**src/rtl/bar_graph_pkg.sv**
```systemverilog
// Shared helpers for the LED bar graph: level-width sizing and thermometer encoding.
// Purely combinational functions; no latency of their own.
// No flow control; evaluated wherever they are called.
package bar_graph_pkg;

    // Widest bar the thermometer function can produce; callers cast down to their width.
    localparam int THERMO_MAX = 64;

    // Bits needed to hold the values 0..n, never less than 1.
    function automatic int lvl_width(input int n);
        int w;
        w = 1;
        for (int i = 0; i < 32; i++) begin
            if ((64'd1 << i) < (64'(n) + 64'd1)) begin
                w = i + 1;
            end
        end
        return w;
    endfunction

    // Lowest `level` bits set, limited to `width` bits; higher bits are always 0.
    function automatic logic [THERMO_MAX-1:0] thermo(input int level, input int width);
        logic [THERMO_MAX-1:0] t;
        t = '0;
        for (int i = 0; i < THERMO_MAX; i++) begin
            if ((i < width) && (level > i)) begin
                t[i] = 1'b1;
            end
        end
        return t;
    endfunction

endpackage

```
**src/rtl/bar_graph_thermo.sv**
```systemverilog
// Level to thermometer encoder: bar_o has the lowest level_i segments set.
// Combinational, zero latency.
// No flow control; output follows input continuously.
module bar_graph_thermo #(
    parameter int WIDTH = 8,
    parameter int LVL_W = 4
) (
    input  logic [LVL_W-1:0] level_i,
    output logic [WIDTH-1:0] bar_o
);
    import bar_graph_pkg::*;

    // WIDTH must not exceed THERMO_MAX; the cast keeps only the live segments.
    assign bar_o = WIDTH'(thermo(32'(level_i), WIDTH));

endmodule

```
**src/rtl/bar_graph.sv**
```systemverilog
// Binary word to thermometer LED bar, optional peak-hold dot (BAR_GRAPH_PEAK_HOLD_EN).
// Latency 1: data sampled on the en edge, bar shows it after that edge.
// No backpressure; en=0 freezes the bar, async active-high rst clears it.
module bar_graph #(
    parameter int IN_WIDTH   = 8,
    parameter int OUT_WIDTH  = 8,
    parameter int LSB        = 0,
    parameter int PEAK_DECAY = 16
) (
    input  logic                 clk,
    input  logic                 rst,
    input  logic                 en,
    input  logic [IN_WIDTH-1:0]  data,
    output logic [OUT_WIDTH-1:0] bar
);
    import bar_graph_pkg::*;

    localparam int LVL_W = lvl_width(OUT_WIDTH);
    localparam int VW    = IN_WIDTH - LSB;
    // Compare width covers both the sliced value and OUT_WIDTH so nothing truncates.
    localparam int CW    = (VW > LVL_W) ? VW : LVL_W;

    logic [CW-1:0]        v_ext;
    logic [LVL_W-1:0]     level;
    logic [OUT_WIDTH-1:0] therm_lvl;
    logic [OUT_WIDTH-1:0] bar_d;
    logic [OUT_WIDTH-1:0] bar_q;

    // Bits below LSB are discarded by the coarse scaling.
    generate
        if (LSB > 0) begin : g_lsb_drop
            logic unused_lsb;
            assign unused_lsb = ^data[LSB-1:0];
        end
    endgenerate

    assign v_ext = CW'(data[IN_WIDTH-1:LSB]);
    assign level = (v_ext > CW'(OUT_WIDTH)) ? LVL_W'(OUT_WIDTH) : LVL_W'(v_ext);

    bar_graph_thermo #(
        .WIDTH (OUT_WIDTH),
        .LVL_W (LVL_W)
    ) u_thermo_lvl (
        .level_i (level),
        .bar_o   (therm_lvl)
    );

`ifdef BAR_GRAPH_PEAK_HOLD_EN
    // Counter only needs to reach PEAK_DECAY-1; sizing for 0..PEAK_DECAY is ample.
    localparam int CNT_W = lvl_width(PEAK_DECAY);

    logic [LVL_W-1:0]     peak_q;
    logic [LVL_W-1:0]     peak_d;
    logic [LVL_W-1:0]     peak_m1;
    logic [CNT_W-1:0]     cnt_q;
    logic [CNT_W-1:0]     cnt_d;
    logic [OUT_WIDTH-1:0] therm_pk;
    logic [OUT_WIDTH-1:0] therm_pk_m1;
    logic [OUT_WIDTH-1:0] peak_dot;

    // Peak tracks new highs instantly and sinks one segment every PEAK_DECAY lower strobes.
    always_comb begin
        peak_d = peak_q;
        cnt_d  = cnt_q;
        if (en) begin
            if (level >= peak_q) begin
                peak_d = level;
                cnt_d  = '0;
            end else if (cnt_q == CNT_W'(PEAK_DECAY - 1)) begin
                peak_d = peak_q - LVL_W'(1);
                cnt_d  = '0;
            end else begin
                cnt_d  = cnt_q + CNT_W'(1);
            end
        end
    end

    // Dot sits at segment peak-1: difference of two adjacent thermometer codes.
    assign peak_m1 = (peak_d == '0) ? '0 : (peak_d - LVL_W'(1));

    bar_graph_thermo #(
        .WIDTH (OUT_WIDTH),
        .LVL_W (LVL_W)
    ) u_thermo_pk (
        .level_i (peak_d),
        .bar_o   (therm_pk)
    );

    bar_graph_thermo #(
        .WIDTH (OUT_WIDTH),
        .LVL_W (LVL_W)
    ) u_thermo_pk_m1 (
        .level_i (peak_m1),
        .bar_o   (therm_pk_m1)
    );

    assign peak_dot = therm_pk & ~therm_pk_m1;
    assign bar_d    = therm_lvl | peak_dot;

    // Peak and decay counter state.
    always_ff @(posedge clk or posedge rst) begin
        if (rst) begin
            peak_q <= '0;
            cnt_q  <= '0;
        end else begin
            peak_q <= peak_d;
            cnt_q  <= cnt_d;
        end
    end
`else
    assign bar_d = therm_lvl;
`endif

    // Output register: loads only on the en strobe, cleared asynchronously by rst.
    always_ff @(posedge clk or posedge rst) begin
        if (rst) begin
            bar_q <= '0;
        end else if (en) begin
            bar_q <= bar_d;
        end
    end

    assign bar = bar_q;

endmodule

```
**config.mk**
```make
export PLATFORM = sky130hd
export DESIGN_NAME = bar_graph
export DESIGN_NICKNAME = d
export VERILOG_FILES = /design/src/rtl/bar_graph_pkg.sv /design/src/rtl/bar_graph_thermo.sv /design/src/rtl/bar_graph.sv
export SDC_FILE = /design/constraint.sdc
export NUM_CORES = 1
export LEC_CHECK = 0
export ABC_AREA = 1
export CORE_AREA = 2 2 39 41
export CTS_CLUSTER_DIAMETER = 100
export CTS_CLUSTER_SIZE = 25
export DETAILED_ROUTE_END_ITERATION = 7
export DIE_AREA = 0 0 41 43
export GPL_TIMING_DRIVEN = 0
export PLACE_DENSITY = 0.74
export REMOVE_ABC_BUFFERS = 1
export SETUP_SLACK_MARGIN = 0.1
export SLEW_MARGIN = 20
export SYNTH_ARGS = -nofsm -noshare
export SYNTH_HDL_FRONTEND = slang
export SYNTH_SLANG_ARGS = --single-unit
```
**constraint.sdc**
```tcl
create_clock -name clk -period 1.7 [get_ports clk]
set_input_delay 0.255 -clock clk [delete_from_list [all_inputs] [get_ports clk]]
set_output_delay 0.255 -clock clk [all_outputs]
set_load 0.005 [all_outputs]
```
==> results of run 1 <==
## cell families after synthesis
group | share of synthesized area (%)
AOI/OAI and AO/OA | 10.97
buffers and inverters | 9.147
and+or+nand+nor | 31.10
DFF | 48.78
## placed cells by master, fill, tap and decap left out
| cell | netlist | routed |
|---|---|---|
| o31ai_1 | 1 | 1 |
| clkdlybuf4s50_1 | 0 | 18 |
| nor2_2 | 3 | 3 |
| nand2_1 | 14 | 14 |
| nor2_1 | 3 | 3 |
| nand2_2 | 1 | 1 |
| clkbuf_4 | 0 | 3 |
| nand3_1 | 3 | 3 |
| nand4_1 | 2 | 2 |
| inv_1 | 7 | 7 |
| a21boi_0 | 1 | 1 |
| nor2_4 | 1 | 1 |
| o21ai_1 | 3 | 3 |
| dfrtp_1 | 8 | 8 |
| a21oi_1 | 3 | 3 |
## routing by layer
metal,global-route usage [%],vias to the layer above,wire [um]
met5,0,-,0
met4,12.00,0,19
met3,1.571,2,35
met2,15.63,13,409
met1,18.09,171,383
li1,-,203,-
## final timing paths
| kind | slack [ns] | cells after the start | endpoint | from |
|---|---|---|---|---|
| max | 0.34 | 1 | bar[7] | bar[7] |
| min | 0.26 | 2 | bar[5] | rst |
| max reg2reg | 0.91 | 3 | bar[2] | bar[2] |
| min reg2reg | 0.48 | 2 | bar[6] | bar[6] |
| max in group asynchronous | 1.21 | 2 | bar[3] | rst |
| min in group clk | 0.48 | 2 | bar[6] | bar[6] |
## area by class of cell
cell class / count / area share (%)
sequential: 8 / 32.19
timing repair buffer: 18 / 28.97
multi-input combinational: 35 / 27.77
inverter: 7 / 4.225
clock buffer: 3 / 3.622
tap: 16 / 3.219
## through the flow
stage	hold slack (ns)	util, %	power [mW]	cell area, um2
finish	0.2562	44.94	0.4359	621.8
global route	0.2823	44.94	0.4696	621.8
CTS	0.2623	44.94	0.4437	621.8
detailed placement	0.4709	43.31	0.3021	599.3
global placement	0.4647	43.31	0.2996	599.3
floorplan	0.07066	-	0.2428	399.1
## worst reg2reg max path, stage by stage (launching register included)
cell,delay (ns)
dfrtp_1,0.37
nand2_1,0.07
a21boi_0,0.17
nand2_1,0.06
## report_power, final
part           total (mW)  leakage [nW]  switching, mW  internal (mW)
combinational      0.0889         0.179         0.0374         0.0515
clock               0.137        0.0138         0.0572         0.0803
sequential          0.210        0.0845        0.00642          0.203
==> results.json, run 1 <==
{
  "fin_ws_ns": 0.3441,
  "multi_input_area_um2": 172.7,
  "yosysMostFrequentCell": "nand2_1",
  "largest_reg_flops": 8,
  "dieArea_um2": 1763,
  "post_cts_buffers": 0,
  "synth_cell_type_count": 14,
  "slew_viol_final": 0,
  "gr-total-overflow": 0,
  "synth_commonest_cells": "nand2_1, dfrtp_1, inv_1",
  "postCtsResizedCells": 0,
  "syn_area_um2": 410.4,
  "final_net_count": 84,
  "antenna_found_initial": 0,
  "ys_seq_area_share_pct": 48.78,
  "tns_ns": 0,
  "die_h_um": 43,
  "status": "finished clean",
  "gp_congestion": 0.7741,
  "max-slew-margin-rel_pct": 78.40,
  "worstSetupPathType": "flop to output pin",
  "remaining_drc_errors": 0,
  "ioPinCount": 19,
  "fmax_ghz": 0.7375,
  "finalHoldViolations": 0,
  "regArea_um2": 200.2,
  "synth-seq-cells": 8,
  "async_flop_share_pct": 100.0,
  "initial_utilization_pct": 29.66,
  "clk_pin_slew_ns": 0.05,
  "period_share_pct": 79.76,
  "cp_max_fo": 2,
  "clkSinkCount": 8,
  "fin_crit_ns": 1.356,
  "syn2layout_area_growth_pct": 51.52,
  "cts-root-buf": "clkbuf_4",
  "firstDrtPassIters": 4,
  "setup_violations": 0,
  "ant_nets": 0,
  "fin_cells": 87,
  "nFillCells": 135,
  "coreArea_um2": 1384,
  "track_usage_pct": 12.74,
  "syn_avg_cell_area_um2": 8.047,
  "die_w_um": 41,
  "max-cap-violations": 0,
  "crit_family": "buffers and inverters",
  "crit_path_end_kind": "output pin",
  "portBuffers": 18,
  "fp-row-count": 14,
  "htree_levels": 1,
  "ir_drop_uv": 264.2,
  "skew_ns": 0,
  "worst_path_largest_cell_delay_ns": 0.51,
  "antenna_cells": 0,
  "clock_path_buffers": 2,
  "via_count": 389,
  "grt_pass1_wl_mm": 1.490,
  "dp.cells": 84,
  "dp_worst_setup_slack_ns": 0.1887,
  "power_density_nw_per_um2": 701.0,
  "numCtsBuffers": 3,
  "path_cells": "clkdlybuf4s50_1",
  "synth_ff_type": "dfrtp_1",
  "synth-edff-count": 0,
  "drive_gt1_share_pct": 11.27,
  "critPathRequiredTime_ns": 1.44,
  "drtIter0Drc": 13,
  "grt_max_degree": 12,
  "crit_slowest_cell": "clkdlybuf4s50_1",
  "critPathLaunchType": "flop",
  "grt_pass1_vias": 368,
  "hold_path_class": "primary input to asynchronous set/reset pin",
  "routed_via_density": 4.471,
  "netlist_instances": 51,
  "synth.yosys.warnings": 0,
  "rsz0062_at_grt": "false",
  "routed_wirelength_um": 847,
  "critPathBufInv": 1,
  "yosysTopAreaCell": "dfrtp_1",
  "cts_tree": "yes",
  "dp_hpwl_um": 709.3,
  "synth_top_area_share_pct": 48.78,
  "synthTopCellsByArea": "dfrtp_1, nand2_1, inv_1, nor2_2, a21oi_1",
  "worstMarginPinSlew_ns": 0.3237,
  "wl_per_cell_um": 9.736,
  "worstPathArrival_ns": 1.10,
  "cts_hold_buffers": 0,
  "worstSkewPairLatency_ns": 0.24,
  "leakagePower_nw": 0.2769
}
No activity file was read; power rests on OpenSTA's default activity.
==> run 2, diff against run 1 <==
--- a/config.mk
+++ b/config.mk
@@ -12,7 +12,7 @@
 export DETAILED_ROUTE_END_ITERATION = 7
 export DIE_AREA = 0 0 41 43
 export GPL_TIMING_DRIVEN = 0
-export PLACE_DENSITY = 0.74
+export PLACE_DENSITY = 0.76
 export REMOVE_ABC_BUFFERS = 1
 export SETUP_SLACK_MARGIN = 0.1
 export SLEW_MARGIN = 20
==> constraint.sdc (replaced) <==
create_clock -name clk -period 1.2 [get_ports clk]
set_input_delay 0.18 -clock clk [delete_from_list [all_inputs] [get_ports clk]]
set_output_delay 0.18 -clock clk [all_outputs]
set_load 0.005 [all_outputs]
==> run 2 against run 1 <==
Net effect:
- sequential share of layout area is 1.0 points lower
- count of clock-buffer cells in the layout stayed put
- clock skew stayed put
- largest power group unchanged
- final area is 3.2% higher
- hold slack worse by 0.090 ns
- setup slack worse by 0.22 ns
- total power is 43% higher
- routed wire length is 0.12% higher
- combinational power is 36% higher
- cell count is 3.4% higher
- sequential power is 41% higher
- sequential cell count stayed put
==> results.json, run 2 (same netlist as run 1, synthesis figures left out) <==
{
  "status": "finished clean",
  "routed_via_density": 4.522,
  "clkSinkCount": 8,
  "worstPathArrival_ns": 0.90,
  "cts_tree": "yes",
  "worstMarginPinSlew_ns": 0.2894,
  "skew_ns": 0,
  "firstDrtPassIters": 4,
  "rsz0062_at_grt": "false",
  "worst_path_largest_cell_delay_ns": 0.38,
  "setup_violations": 0,
  "fmax_ghz": 0.9272,
  "gr-total-overflow": 0,
  "critPathLaunchType": "flop",
  "fp-row-count": 14,
  "routed_wirelength_um": 848,
  "most-common-layout-cells": "nand2_1, clkdlybuf4s50_1, dfrtp_1",
  "via_count": 407,
  "max-slew-margin-rel_pct": 80.69,
  "period_share_pct": 89.87,
  "gp_congestion": 0.7570,
  "worstSetupPathType": "flop to output pin",
  "multi_input_area_um2": 172.7,
  "final_common_cell": "nand2_1",
  "combinationalPowerShare_pct": 19.5,
  "grt_pass1_vias": 351,
  "p_int_uw": 470.6,
  "total_power_uw": 622.2,
  "finalHoldViolations": 0,
  "crit_family": "flip-flops",
  "final_util_pct": 46.38,
  "p_seq_share_pct": 47.6,
  "cp_max_fo": 2,
  "antenna_found_initial": 0,
  "htree_levels": 1,
  "max-cap-violations": 0,
  "final_net_count": 87,
  "grt_max_degree": 12,
  "initial_utilization_pct": 29.66,
  "critPathRequiredTime_ns": 1.02,
  "critPathBufInv": 1,
  "leakagePower_nw": 0.2989,
  "coreArea_um2": 1384,
  "fin_hold_ws_ns": 0.1662,
  "fin_area_um2": 641.9,
  "die_h_um": 43,
  "syn2layout_area_growth_pct": 56.40,
  "largest_reg_flops": 8,
  "p_clk_share_pct": 32.8,
  "drive_gt1_share_pct": 16.22,
  "cts-root-buf": "clkbuf_4",
  "ant_nets": 0,
  "dieArea_um2": 1763,
  "antenna_cells": 0,
  "hold_path_class": "primary input to asynchronous set/reset pin",
  "power_density_nw_per_um2": 969.4,
  "numCtsBuffers": 3,
  "dp_worst_setup_slack_ns": -0.2317,
  "portBuffers": 18,
  "regArea_um2": 200.2,
  "clock_path_buffers": 2,
  "slew_viol_final": 0,
  "path_cells": "dlygate4sd2_1",
  "drtIter0Drc": 5,
  "crit_path_end_kind": "output pin",
  "ioPinCount": 19,
  "switching_share_pct": 24.38,
  "switchingPower_uw": 151.7,
  "fin_crit_ns": 1.078,
  "clk_pin_slew_ns": 0.05,
  "fin_ws_ns": 0.1215,
  "track_usage_pct": 11.98,
  "dp_hpwl_um": 655.8,
  "crit_slowest_cell": "dfrtp_1",
  "worstSkewPairLatency_ns": 0.25,
  "remaining_drc_errors": 0,
  "grt_pass1_wl_mm": 1.359,
  "ir_drop_uv": 400.9,
  "wl_per_cell_um": 9.422,
  "nFillCells": 144,
  "die_w_um": 41,
  "post_dp_cell_area_um2": 599.3
}
==> run 2: path summary, 6_finish.rpt <==
check	start	cells after the start	slack, ns	endpoint
worst max register to register	bar[2]	3	0.40	bar[2]
worst min register to register	bar[3]	2	0.47	bar[3]
min in group clk	en	3	0.30	bar[6]
worst max-delay path	bar[5]	1	0.12	bar[5]
max in group asynchronous	rst	2	0.81	bar[1]
worst min-delay path	rst	2	0.17	bar[5]
==> run 2: power groups by stage <==
stage / sequential (mW) / combinational, mW / clock, mW
2_1_floorplan: 0.303 / 0.0413 / 0
3_3_place_gp: 0.301 / 0.123 / 0
3_5_place_dp: 0.301 / 0.125 / 0
4_1_cts: 0.296 / 0.114 / 0.210
5_1_grt: 0.298 / 0.136 / 0.229
6_report: 0.296 / 0.121 / 0.204
==> run 2: layout make-up <==
class	count	share of cell area, %
timing repair buffer	21	31.19
sequential	8	31.19
tap	16	3.119
inverter	7	4.094
clock buffer	3	3.509
multi-input combinational	35	26.90
==> run 2: repair_timing <==
item | CTS | global route
hold buffers | 0 | 0
buffers inserted | 1 | 2
gates resized for setup | 9 | 5
endpoints found under the setup margin | 9 | 7
==> run 2: metal layers <==
layer	track usage [%]	share of wire (%)	vias to the layer above
met4	12.00	5.2	0
met5	0	0	-
li1	-	-	209
met1	15.00	43	177
met2	15.31	46	16
met3	3.141	5.3	5
==> run 2: per-stage QoR <==
step	setup TNS (ns)	std cells
after floorplan	0	50
after global placement	-0.6566	84
after detailed placement	-0.7427	84
after CTS	0	88
after global routing	0	90
final	0	90
==> run 3, diff against run 2 <==
--- a/config.mk
+++ b/config.mk
@@ -12,10 +12,11 @@
 export DETAILED_ROUTE_END_ITERATION = 7
 export DIE_AREA = 0 0 41 43
 export GPL_TIMING_DRIVEN = 0
-export PLACE_DENSITY = 0.76
+export PLACE_DENSITY = 0.73
 export REMOVE_ABC_BUFFERS = 1
 export SETUP_SLACK_MARGIN = 0.1
 export SLEW_MARGIN = 20
 export SYNTH_ARGS = -nofsm -noshare
 export SYNTH_HDL_FRONTEND = slang
 export SYNTH_SLANG_ARGS = --single-unit
+export TNS_END_PERCENT = 50
==> run 3 against run 2 <==
Net effect:
- die area is the same
- routed wire length is 8.6% lower
- count of clock-buffer cells in the layout did not move
- cell count fell by 3.3%
- via count decreased by 4.2%
- hold slack gained 0.0018 ns
- utilization is 1.8 points lower
- non-clock buffer count decreased by 3
- sequential cell count stayed put
- global-route usage grew 0.55 points
- critical path type unchanged
- largest power group unchanged
==> results.json, run 3 (same netlist as run 1, synthesis figures left out) <==
{
  "period_share_pct": 88.73,
  "numCtsBuffers": 3,
  "critPathRequiredTime_ns": 1.02,
  "worstSkewPairLatency_ns": 0.25,
  "antenna_found_initial": 0,
  "max-slew-margin-rel_pct": 80.34,
  "cts-root-buf": "clkbuf_4",
  "fin_cells": 87,
  "critPathBufInv": 1,
  "worst_path_largest_cell_delay_ns": 0.37,
  "regArea_um2": 200.2,
  "leakagePower_nw": 0.2851,
  "nFillCells": 139,
  "grt_max_degree": 12,
  "syn2layout_area_growth_pct": 50.30,
  "crit_path_end_kind": "output pin",
  "fin_crit_ns": 1.065,
  "r2r_slack_ns": 0.42,
  "ioPinCount": 19,
  "total_power_uw": 608.3,
  "worstSetupPathType": "flop to output pin",
  "multi_input_area_um2": 172.7,
  "remaining_drc_errors": 0,
  "dieArea_um2": 1763,
  "dp_hpwl_um": 659,
  "routed_via_density": 4.483,
  "dp_worst_setup_slack_ns": -0.2297,
  "gr-total-overflow": 0,
  "initial_utilization_pct": 29.66,
  "antenna_cells": 0,
  "power_density_nw_per_um2": 986.2,
  "status": "finished clean",
  "rsz0062_at_grt": "true",
  "rr_worst_depth": 3,
  "path_cells": "dlygate4sd2_1",
  "max-cap-violations": 0,
  "fmax_ghz": 0.9392,
  "tns_ns": 0,
  "reg2reg_to": "bar[2]",
  "die_w_um": 41,
  "worstPathArrival_ns": 0.88,
  "grt_pass1_vias": 359,
  "hold_path_class": "primary input to asynchronous set/reset pin",
  "die_h_um": 43,
  "final_net_count": 84,
  "final_util_pct": 44.57,
  "critPathLaunchType": "flop",
  "coreArea_um2": 1384,
  "fin_ws_ns": 0.1353,
  "track_usage_pct": 12.53,
  "r2r_start": "bar[2]",
  "finalHoldViolations": 0,
  "ir_drop_uv": 403.3,
  "via_count": 390,
  "portBuffers": 18,
  "grt_pass1_wl_mm": 1.435,
  "cp_max_fo": 2,
  "ant_nets": 0,
  "largest_reg_flops": 8,
  "clk_pin_slew_ns": 0.05,
  "drtIter0Drc": 11,
  "fp-row-count": 14,
  "htree_levels": 1,
  "slew_viol_final": 0,
  "clock_path_buffers": 2,
  "most-common-layout-cells": "nand2_1, clkdlybuf4s50_1, dfrtp_1",
  "dp.cells": 84,
  "setup_violations": 0,
  "wl_per_cell_um": 8.908,
  "cts_tree": "yes",
  "drive_gt1_share_pct": 12.68,
  "cts_hold_buffers": 0,
  "final_common_cell": "nand2_1",
  "clkSinkCount": 8,
  "firstDrtPassIters": 2,
  "worstMarginPinSlew_ns": 0.2946,
  "skew_ns": 0,
  "crit_slowest_cell": "dfrtp_1",
  "crit_family": "flip-flops",
  "gp_congestion": 0.7934,
  "routed_wirelength_um": 775
}
-- run 3: worst max-delay path by stage --
stage	from	slack (ns)	endpoint	cells past startpoint
2_1_floorplan	data[5]	0.44	bar[6]	6
6_report	bar[0]	0.14	bar[0]	1
4_1_cts	en	0.11	bar[2]	5
3_5_place_dp	en	-0.23	bar[2]	5
3_3_place_gp	en	-0.22	bar[2]	5
5_1_grt	bar[2]	0.09	bar[2]	1
-- run 3: layer usage --
metal / global-route usage, % / vias to the layer above / wire, um
met1: 18.03 / 162 / 365
met4: 12.00 / 0 / 39
met5: 0 / - / 0
met3: 3.141 / 5 / 39
met2: 14.06 / 16 / 331
li1: - / 207 / -
-- run 3: layout make-up --
cell class	count	area share [%]
clock buffers	3	3.651
multi-input cells	35	27.99
flip-flops and latches	8	32.45
repair buffers	18	28.40
inverters	7	4.260
well taps	16	3.245
-- run 3: metrics by stage --
step | area, um2 | hold WS (ns)
finish | 616.8 | 0.1680
global route | 616.8 | 0.2293
CTS | 611.8 | 0.1753
detailed placement | 599.3 | 0.4411
global placement | 599.3 | 0.4356
floorplan | 399.1 | -0.004342
-- run 3: repair_timing --
action / CTS / global route
gates resized for setup: 9 / 3
buffers inserted: 0 / 0
setup endpoints to repair: 9 / 6
pin swaps: 0 / 0
-- run 3: report_power, final --
part	switching [mW]	internal (mW)	total, mW	leakage [nW]
sequential	0.00862	0.288	0.296	0.0845
clock	0.0853	0.114	0.199	0.0138
combinational	0.0511	0.0615	0.113	0.187
